**src/rtl/ramb4_s4_port_arbiter_if.sv**
```systemverilog
// -----------------------------------------------------------------------------
// ramb4_s4_port_arbiter_if
// One requester's access port into ramb4_s4_port_arbiter. The arbiter has two
// of these ports (requester 0 and requester 1).
//
// Signals:
//   req    requester -> arbiter  access request; held until granted
//   we     requester -> arbiter  1 = write, 0 = read; qualified by req
//   addr   requester -> arbiter  access address (ADDR_W bits)
//   di     requester -> arbiter  write data (DATA_W bits)
//   gnt    arbiter -> requester  access completes at the clock edge ending
//                                this cycle
//   rvalid arbiter -> requester  read data valid, one cycle after a read grant
//   rdata  arbiter -> requester  read data; shared RAM output
//
// Modports: master = requester side, slave = arbiter side.
// -----------------------------------------------------------------------------
interface ramb4_s4_port_arbiter_if #(
  parameter int ADDR_W = 10,
  parameter int DATA_W = 4
) ();
  logic              req;
  logic              we;
  logic [ADDR_W-1:0] addr;
  logic [DATA_W-1:0] di;
  logic              gnt;
  logic              rvalid;
  logic [DATA_W-1:0] rdata;

  modport master (
    output req,
    output we,
    output addr,
    output di,
    input  gnt,
    input  rvalid,
    input  rdata
  );

  modport slave (
    input  req,
    input  we,
    input  addr,
    input  di,
    output gnt,
    output rvalid,
    output rdata
  );
endinterface

```
**src/rtl/ramb4_s4_port_arbiter.sv**
```systemverilog
// -----------------------------------------------------------------------------
// ramb4_s4_port_arbiter
// Shares port A of a 1024x4 dual-port block RAM between two requesters with
// round-robin arbitration. Grants and RAM port-A drive are combinational from
// the requests, the round-robin pointer and the FSM state; read data returns
// from the RAM's registered output with a valid strobe one cycle after the
// read grant. RAM port B is not touched.
//
// Ports:
//   CLKA        in   clock (also RAM port-A clock)
//   RSTB        in   synchronous active-high reset
//   port0/1     slave modport of ramb4_s4_port_arbiter_if (req/we/addr/di in,
//               gnt/rvalid/rdata out)
//   busy_o      out  clear sequence in progress (tied 0 when clear disabled)
//   ram_en_o    out  RAM ENA
//   ram_we_o    out  RAM WEA
//   ram_rst_o   out  RAM RSTA, tied 0
//   ram_addr_o  out  RAM ADDRA
//   ram_di_o    out  RAM DIA
//   ram_do_i    in   RAM DOA
//
// Build option: define RAMB4_ARB_CLEAR_EN to enable the post-reset clear
// sequencer, which writes CLEAR_VAL to every address before arbitration
// starts. Without it, arbitration is live in the first cycle after reset.
// -----------------------------------------------------------------------------
module ramb4_s4_port_arbiter #(
  parameter int                ADDR_W    = 10,
  parameter int                DATA_W    = 4,
  parameter logic [DATA_W-1:0] CLEAR_VAL = {DATA_W{1'b0}}
) (
  input  logic                CLKA,
  input  logic                RSTB,
  ramb4_s4_port_arbiter_if.slave port0,
  ramb4_s4_port_arbiter_if.slave port1,
  output logic                busy_o,
  output logic                ram_en_o,
  output logic                ram_we_o,
  output logic                ram_rst_o,
  output logic [ADDR_W-1:0]   ram_addr_o,
  output logic [DATA_W-1:0]   ram_di_o,
  input  logic [DATA_W-1:0]   ram_do_i
);

  typedef enum logic {
    ST_ARB   = 1'b0,
    ST_CLEAR = 1'b1
  } state_t;

`ifdef RAMB4_ARB_CLEAR_EN
  localparam state_t RESET_STATE = ST_CLEAR;
`else
  localparam state_t RESET_STATE = ST_ARB;
`endif

  state_t state_q, state_d;
  // last_q holds the most recent winner; a tie goes to the other requester.
  logic   last_q, last_d;
  logic   rvalid0_q, rvalid0_d;
  logic   rvalid1_q, rvalid1_d;

  logic              gnt0, gnt1;
  logic              busy;
  logic              ram_en, ram_we;
  logic [ADDR_W-1:0] ram_addr;
  logic [DATA_W-1:0] ram_di;

`ifdef RAMB4_ARB_CLEAR_EN
  logic [ADDR_W-1:0] clr_addr_q, clr_addr_d;
`else
  // CLEAR_VAL only matters to the clear sequencer.
  logic unused_clear_val;
  assign unused_clear_val = ^CLEAR_VAL;
`endif

  always_ff @(posedge CLKA) begin
    if (RSTB) begin
      state_q    <= RESET_STATE;
      last_q     <= 1'b1;
      // Clearing the valid flags drops any read granted during reset.
      rvalid0_q  <= 1'b0;
      rvalid1_q  <= 1'b0;
`ifdef RAMB4_ARB_CLEAR_EN
      clr_addr_q <= '0;
`endif
    end else begin
      state_q    <= state_d;
      last_q     <= last_d;
      rvalid0_q  <= rvalid0_d;
      rvalid1_q  <= rvalid1_d;
`ifdef RAMB4_ARB_CLEAR_EN
      clr_addr_q <= clr_addr_d;
`endif
    end
  end

  always_comb begin
    state_d    = state_q;
    last_d     = last_q;
    rvalid0_d  = 1'b0;
    rvalid1_d  = 1'b0;
    gnt0       = 1'b0;
    gnt1       = 1'b0;
    busy       = 1'b0;
    ram_en     = 1'b0;
    ram_we     = 1'b0;
    ram_addr   = '0;
    ram_di     = '0;
`ifdef RAMB4_ARB_CLEAR_EN
    clr_addr_d = clr_addr_q;
`endif

    case (state_q)
      ST_ARB: begin
        // Requester 0 wins when alone, or on a tie when 1 won last.
        if (port0.req && (!port1.req || last_q)) begin
          gnt0 = 1'b1;
        end else if (port1.req) begin
          gnt1 = 1'b1;
        end

        if (gnt0) begin
          ram_en    = 1'b1;
          ram_we    = port0.we;
          ram_addr  = port0.addr;
          ram_di    = port0.di;
          last_d    = 1'b0;
          rvalid0_d = ~port0.we;
        end else if (gnt1) begin
          ram_en    = 1'b1;
          ram_we    = port1.we;
          ram_addr  = port1.addr;
          ram_di    = port1.di;
          last_d    = 1'b1;
          rvalid1_d = ~port1.we;
        end
      end

`ifdef RAMB4_ARB_CLEAR_EN
      ST_CLEAR: begin
        // Requests are left pending; no grant until the sweep finishes.
        busy       = 1'b1;
        ram_en     = 1'b1;
        ram_we     = 1'b1;
        ram_addr   = clr_addr_q;
        ram_di     = CLEAR_VAL;
        clr_addr_d = clr_addr_q + 1'b1;
        if (&clr_addr_q) begin
          state_d = ST_ARB;
        end
      end
`endif

      default: begin
        state_d = ST_ARB;
      end
    endcase
  end

  assign port0.gnt    = gnt0;
  assign port1.gnt    = gnt1;
  assign port0.rvalid = rvalid0_q;
  assign port1.rvalid = rvalid1_q;
  // The RAM output register already holds the granted read's data.
  assign port0.rdata  = ram_do_i;
  assign port1.rdata  = ram_do_i;

  assign busy_o     = busy;
  assign ram_en_o   = ram_en;
  assign ram_we_o   = ram_we;
  assign ram_rst_o  = 1'b0;
  assign ram_addr_o = ram_addr;
  assign ram_di_o   = ram_di;

endmodule
```
**src/flat_wrapper.sv**
```systemverilog
// flat-port wrapper written by rule: the top's interface ports become plain ports
module ramb4_s4_port_arbiter_flat 
#(
  parameter int                ADDR_W    = 10,
  parameter int                DATA_W    = 4,
  parameter logic [DATA_W-1:0] CLEAR_VAL = {DATA_W{1'b0}}
)
  (CLKA, RSTB, busy_o, ram_en_o, ram_we_o, ram_rst_o, ram_addr_o, ram_di_o, ram_do_i, port0_req, port0_we, port0_addr, port0_di, port0_gnt, port0_rvalid, port0_rdata, port1_req, port1_we, port1_addr, port1_di, port1_gnt, port1_rvalid, port1_rdata);
  ramb4_s4_port_arbiter_if #(.ADDR_W(ADDR_W), .DATA_W(DATA_W)) port0_i ();
  ramb4_s4_port_arbiter_if #(.ADDR_W(ADDR_W), .DATA_W(DATA_W)) port1_i ();
  input  logic CLKA;
  input  logic RSTB;
  output logic busy_o;
  output logic ram_en_o;
  output logic ram_we_o;
  output logic ram_rst_o;
  output logic [ADDR_W-1:0] ram_addr_o;
  output logic [DATA_W-1:0] ram_di_o;
  input  logic [DATA_W-1:0] ram_do_i;
  input wire logic [$bits(port0_i.req)-1:0] port0_req;
  input wire logic [$bits(port0_i.we)-1:0] port0_we;
  input wire logic [$bits(port0_i.addr)-1:0] port0_addr;
  input wire logic [$bits(port0_i.di)-1:0] port0_di;
  output wire logic [$bits(port0_i.gnt)-1:0] port0_gnt;
  output wire logic [$bits(port0_i.rvalid)-1:0] port0_rvalid;
  output wire logic [$bits(port0_i.rdata)-1:0] port0_rdata;
  input wire logic [$bits(port1_i.req)-1:0] port1_req;
  input wire logic [$bits(port1_i.we)-1:0] port1_we;
  input wire logic [$bits(port1_i.addr)-1:0] port1_addr;
  input wire logic [$bits(port1_i.di)-1:0] port1_di;
  output wire logic [$bits(port1_i.gnt)-1:0] port1_gnt;
  output wire logic [$bits(port1_i.rvalid)-1:0] port1_rvalid;
  output wire logic [$bits(port1_i.rdata)-1:0] port1_rdata;
  assign port0_i.req = port0_req;
  assign port0_i.we = port0_we;
  assign port0_i.addr = port0_addr;
  assign port0_i.di = port0_di;
  assign port0_gnt = port0_i.gnt;
  assign port0_rvalid = port0_i.rvalid;
  assign port0_rdata = port0_i.rdata;
  assign port1_i.req = port1_req;
  assign port1_i.we = port1_we;
  assign port1_i.addr = port1_addr;
  assign port1_i.di = port1_di;
  assign port1_gnt = port1_i.gnt;
  assign port1_rvalid = port1_i.rvalid;
  assign port1_rdata = port1_i.rdata;
  ramb4_s4_port_arbiter #(.ADDR_W(ADDR_W), .DATA_W(DATA_W), .CLEAR_VAL(CLEAR_VAL)) u_core (.CLKA(CLKA), .RSTB(RSTB), .port0(port0_i), .port1(port1_i), .busy_o(busy_o), .ram_en_o(ram_en_o), .ram_we_o(ram_we_o), .ram_rst_o(ram_rst_o), .ram_addr_o(ram_addr_o), .ram_di_o(ram_di_o), .ram_do_i(ram_do_i));
endmodule
```
**config.mk**
```make
export PLATFORM = sky130hd
export DESIGN_NAME = ramb4_s4_port_arbiter_flat
export DESIGN_NICKNAME = d
export VERILOG_FILES = /design/src/rtl/ramb4_s4_port_arbiter_if.sv /design/src/rtl/ramb4_s4_port_arbiter.sv /design/src/flat_wrapper.sv
export SDC_FILE = /design/constraint.sdc
export NUM_CORES = 1
export LEC_CHECK = 0
export BUFFER_PORTS_ARGS = -buffer_cell sky130_fd_sc_hd__buf_2
export CAP_MARGIN = 20
export CELL_PAD_IN_SITES_DETAIL_PLACEMENT = 0
export CELL_PAD_IN_SITES_GLOBAL_PLACEMENT = 1
export CORE_ASPECT_RATIO = 1.1
export CORE_MARGIN = 2
export CORE_UTILIZATION = 15
export DETAILED_ROUTE_END_ITERATION = 8
export GPL_TIMING_DRIVEN = 0
export PLACE_DENSITY_LB_ADDON = 0.1
export SETUP_SLACK_MARGIN = 0.15
export SYNTH_ARGS = -nofsm -noshare
export SYNTH_HDL_FRONTEND = slang
export SYNTH_SLANG_ARGS = --single-unit
```
**constraint.sdc**
```tcl
create_clock -name CLKA -period 1.3 [get_ports CLKA]
set_clock_uncertainty 0.05 [all_clocks]
set_input_delay 0.26 -clock CLKA [delete_from_list [all_inputs] [get_ports CLKA]]
set_output_delay 0.26 -clock CLKA [all_outputs]
set_load 0.05 [all_outputs]
```
# ---- Word-level counts from Yosys, hierarchy flattened
# Cells that the tools add are included.
dict set report word_totals {
  regBits 3
  input_bits 38
  output_inout_bits 30
  elab_cells 26
}
dict set report classes {
  muxes 13
  bitwise 4
  n_reduce_logical 6
}
# op n
set ops {}
lappend ops {{10-bit two-way mux} 2}
lappend ops {{1-bit two-way mux} 9}
lappend ops {{4-bit two-way mux} 2}
lappend ops {{1-bit inverter} 4}
lappend ops {{3-bit OR reduction} 1}
lappend ops {{2-bit nonzero test} 1}
lappend ops {{2-bit OR reduction} 1}
lappend ops {{1-bit logical AND} 1}
lappend ops {{1-bit logical NOT} 1}
lappend ops {{1-bit logical OR} 1}

# ---- Depth between registers and ports, before layout
dict set report logic_depth {
  word_depth 6
  mapped_depth 4
  mapped_depth_nobuf 2
}

# ---- Worst setup path after synthesis
# No wires, ideal clock.
dict set report synth_timing {
  kind {register to output}
  from {register u_core.last_q}
  to {output port ram_addr_o[3]}
  arrival_time_ps 1326
  path_slack_ps -336
  path_stages_with_launch 4
  path_buffers 1
  path_cell_list {dfxtp_1 a21boi_2 buf_4 a32o_1}
}
dict set report synth_via {
  elab_chain_cells 5
  elab_cells_between_ends 6
  classes_between {mux: 4; reduce/logical: 2}
}
# element line_no
set synth_rtl {}
lappend synth_rtl {{start: declaration} ramb4_s4_port_arbiter.sv:57} ;# logic last_q, last_d;
lappend synth_rtl {{start signal: assignment} ramb4_s4_port_arbiter.sv:87} ;# last_q <= last_d;
lappend synth_rtl {{1-bit logical OR} ramb4_s4_port_arbiter.sv:115} ;# if (port0.req && (!port1.req || last_q)) begin
lappend synth_rtl {{1-bit logical AND} ramb4_s4_port_arbiter.sv:115}
lappend synth_rtl {{1-bit two-way mux} ramb4_s4_port_arbiter.sv:115}
lappend synth_rtl {{via port1_gnt} flat_wrapper.sv:31} ;# output wire logic [$bits(port1_i.gnt)-1:0] port1_gnt;
lappend synth_rtl {{10-bit two-way mux} ramb4_s4_port_arbiter.sv:128} ;# end else if (gnt1) begin
lappend synth_rtl {{10-bit two-way mux} ramb4_s4_port_arbiter.sv:121} ;# if (gnt0) begin
lappend synth_rtl {{end: declaration} flat_wrapper.sv:17} ;# output logic [ADDR_W-1:0] ram_addr_o;
# The timed path passes the listed nets, and every way through them passes these cells.

# ---- Worst setup path after layout
dict set report layout_timing {
  from {register u_core.last_q}
  to {output port ram_di_o[1]}
}
dict set report layout_via {
  elab_chain_cells 5
  elab_cells_between_ends 6
  classes_between {mux: 4; reduce/logical: 2}
}
# element line_no
set layout_rtl {}
lappend layout_rtl {{1-bit logical OR (*)} ramb4_s4_port_arbiter.sv:115}
lappend layout_rtl {{1-bit logical AND (*)} ramb4_s4_port_arbiter.sv:115}
lappend layout_rtl {{1-bit two-way mux} ramb4_s4_port_arbiter.sv:115}
lappend layout_rtl {{4-bit two-way mux} ramb4_s4_port_arbiter.sv:128}
lappend layout_rtl {{4-bit two-way mux (*)} ramb4_s4_port_arbiter.sv:121}
lappend layout_rtl {{end: declaration} flat_wrapper.sv:18} ;# output logic [DATA_W-1:0] ram_di_o;
# Every way passes the cells marked *; elsewhere a longest branch is shown, timed or not.

==> summary.txt <==
STA
  • Max Freq: between 500 and 600 MHz
  • Slew Viols, Final: 0
  • Fin crit period: 1680 ps
  • Final worst setup slack: -377 ps
  • Count of final hold-check violations: 0
  • Unrepaired setup endpoints after global routing: yes
  • Setup TNS: -5830 ps
  • Hold Slack: around 160 ps
  • Setup-failing EPs final: 18
  • Final period utilization: 129%

Detailed routing
  • DR WL met2: between 800 and 900 um
  • DR vias/cell: around 4.3
  • Residual DRC count: 0
  • Routed Wire Length: about 1700 um
  • Final antenna-violating net count: 0
  • Routed length on met3: 220 um
  • Vias: 627
  • Top sig layer: met3
  • Met1 WL: ~630 um
  • Number of DRC markers in iteration 0: 2
  • First-pass DRT Iterations: 3
  • Routed WL per cell: about 12 um

Final layout
  • Fraction of layout cells with a size suffix above 1: between 90 and 100%
  • Ant diodes: 0
  • Reg area: 63.8 um^2
  • Area growth, synth to finish: 166%
  • Area of the multi-input gates: approximately 260 um^2
  • Most frequent cells in the layout: 43 x buf_2, 15 x a32o_2, 12 x buf_6, 12 x buf_8, 12 x buf_4
  • Commonest non-fill, non-tap cell in the layout: buf_2
  • Fin nets: between 150 and 200
  • Fill cell count: about 240

Critical path
  • Crit-path slowest cell: dfxtp_4
  • Worst setup path startpoint: u_core.last_q
  • FF-to-FF End: u_core.port0.rvalid
  • Slowest stage delay, CP: between 300 and 400 ps
  • Endpoint class of the critical path: output pin
  • Worst Reg2Reg Path Length in Cells: 5
  • Req. time, crit path: between 900 and 1000 ps
  • Worst setup SP type: flip-flop
  • CP Max Fanout: 10
  • Crit path cell chain: nand2b_4 -> buf_6 -> buf_8 -> a32o_2 -> buf_8
  • Arrival time of the worst setup path: roughly 1400 ps
  • Setup Crit Path Kind: flip-flop to output pin
  • R2R setup slack: 130 ps
  • FF-to-FF Start: u_core.last_q
  • Most used cell, CP: buf_8

Power
  • P_leak: around 0.60 nW
  • Total power: between 0.8 and 0.9 mW
  • Peak VDD IR: about 560 uV
  • PD cells: 836 mW/mm^2

Run status
  • Failing checks: negative setup slack
  • Outcome: complete, but fails checks

Worst hold path
  • Hold Crit Depth: 2
  • HP Class: input port to flip-flop
  • Hold wc startpoint: port1_we
  • Hold endpoint: u_core.port1.rvalid

Place
  • PortBufs: roughly 60
  • Dpl ws: -273 ps
  • Placer Congestion: roughly 0.65
  • Final HPWL DP: about 1300 um

Run
  • Max cap viols: 0

Global routing
  • Largest net degree at the start of global routing: 11
  • GR Overflow Total: 0
  • Initial antenna violation count: 0
  • Gr usage total: between 10% and 20%
  • First-pass GRT wire length: about 2500 um
  • Vias in the first global route: between 600 and 700

Synth
  • Synth warn: 0
  • Post-synthesis sequential area ratio: between 10% and 20%
  • Synth area leaders: a32o_1 38%, buf_4 21%, dfxtp_1 15%, buf_6 5.7%, or2_2 3.2%
  • Post-Synthesis Cell Area: approximately 400 um^2
  • Cell taking the most area after synthesis: a32o_1
  • #FFs+latches synth: 3
  • Mapped Avg Cell Area: 8.96 um^2
  • Post-synthesis cell count: 44
  • Netlist cell types: 15
  • Share of the synthesized area in the top cell type: 38.1%

Floorplan
  • I/O pin count: 68
  • Initial Utilization: approximately 16%
  • Die Height: around 58 um
  • Row count: 19
  • Full die area: 0.00305 mm^2
  • Die Wd: approximately 53 um
  • Area of the core: between 0.002 and 0.0025 mm^2

Clock network
  • Cts hold-fix bufs: 0
  • CTS buffer count: 3
  • Clock Tree Buf Depth: 2
  • Latest clock arrival within the worst-skew pair: 230 ps
  • CTS Root Cell: clkbuf_4
  • CTS tree: built
  • CTS Sinks: 3
  • Clock slew at reported path FFs: 40 ps
  • H-tree Lvls: 1
## cells by family after synthesis
kind of cell	after synthesis	synth area share, %
compound gates	17	42.9
buf+inv	15	29.2
flops	3	15.2
other cells	1	0.951
simple gates	8	11.7
## synth_stat cells, drive strengths merged
master   n
nor2     1
a21o     1
or2      2
and3     1
nor3b    1
a32o    15
and2     1
conb     1
a21boi   1
nand2    1
nand2b   1
dfxtp    3
buf     15
## through the flow
stage | std cells | utilization, % | cell area (um^2)
floorplan | 45 | - | 462
global placement | 137 | 32.3 | 806
detailed placement | 137 | 32.3 | 806
CTS | 143 | 39.2 | 980
global route | 146 | 42.1 | 1050
finish | 146 | 42.1 | 1050
## final cells by class
| cell class | count | share of cell area [%] |
|---|---|---|
| timing repair buffer | 66 | 49.2 |
| multi-input combinational | 27 | 24.8 |
| buffer | 15 | 13.7 |
| sequential | 3 | 6.08 |
| tap | 31 | 3.69 |
| clock buffer | 4 | 2.50 |
## metal layers
layer  vias to the layer above  global-route usage, %
met4                         0                   2.20
met1                       279                   12.0
li1                        304                      -
met5                         -                      0
met3                         0                   3.87
met2                        44                   20.0
## registers in the layout (all words and copies together), names as in the netlist
| name | cells |
|---|---|
| u_core.last_q | 1 |
| u_core.port0.rvalid | 1 |
| u_core.port1.rvalid | 1 |
## worst max path at each step
stage                         end  depth (start not counted)
finish                ram_di_o[1]                          5
CTS                   ram_di_o[0]                          5
detailed placement    ram_di_o[0]                          5
floorplan           ram_addr_o[4]                          4
global placement      ram_di_o[0]                          5
global route          ram_di_o[1]                          5
## worst max-delay path: cells and delay by family, from the launching register on
kind,cells,cell delay (ps)
flip-flops,1,340
AO/OA/AOI/OAI,1,250
buffers and inverters,3,410
AND/OR/NAND/NOR,1,130
## where the power goes
part	switching, mW	leakage, nW	internal [mW]
logic	0.346	0.560	0.269
registers	0.00254	0.0248	0.0968
clock network	0.0488	0.0150	0.115
## repair_timing
action	CTS	global route
resized for setup	42	13
endpoints found under the setup margin	18	18
buffers inserted	1	3
pin swaps	0	8
cloned	1	0
No activity file was read; power rests on OpenSTA's default activity.
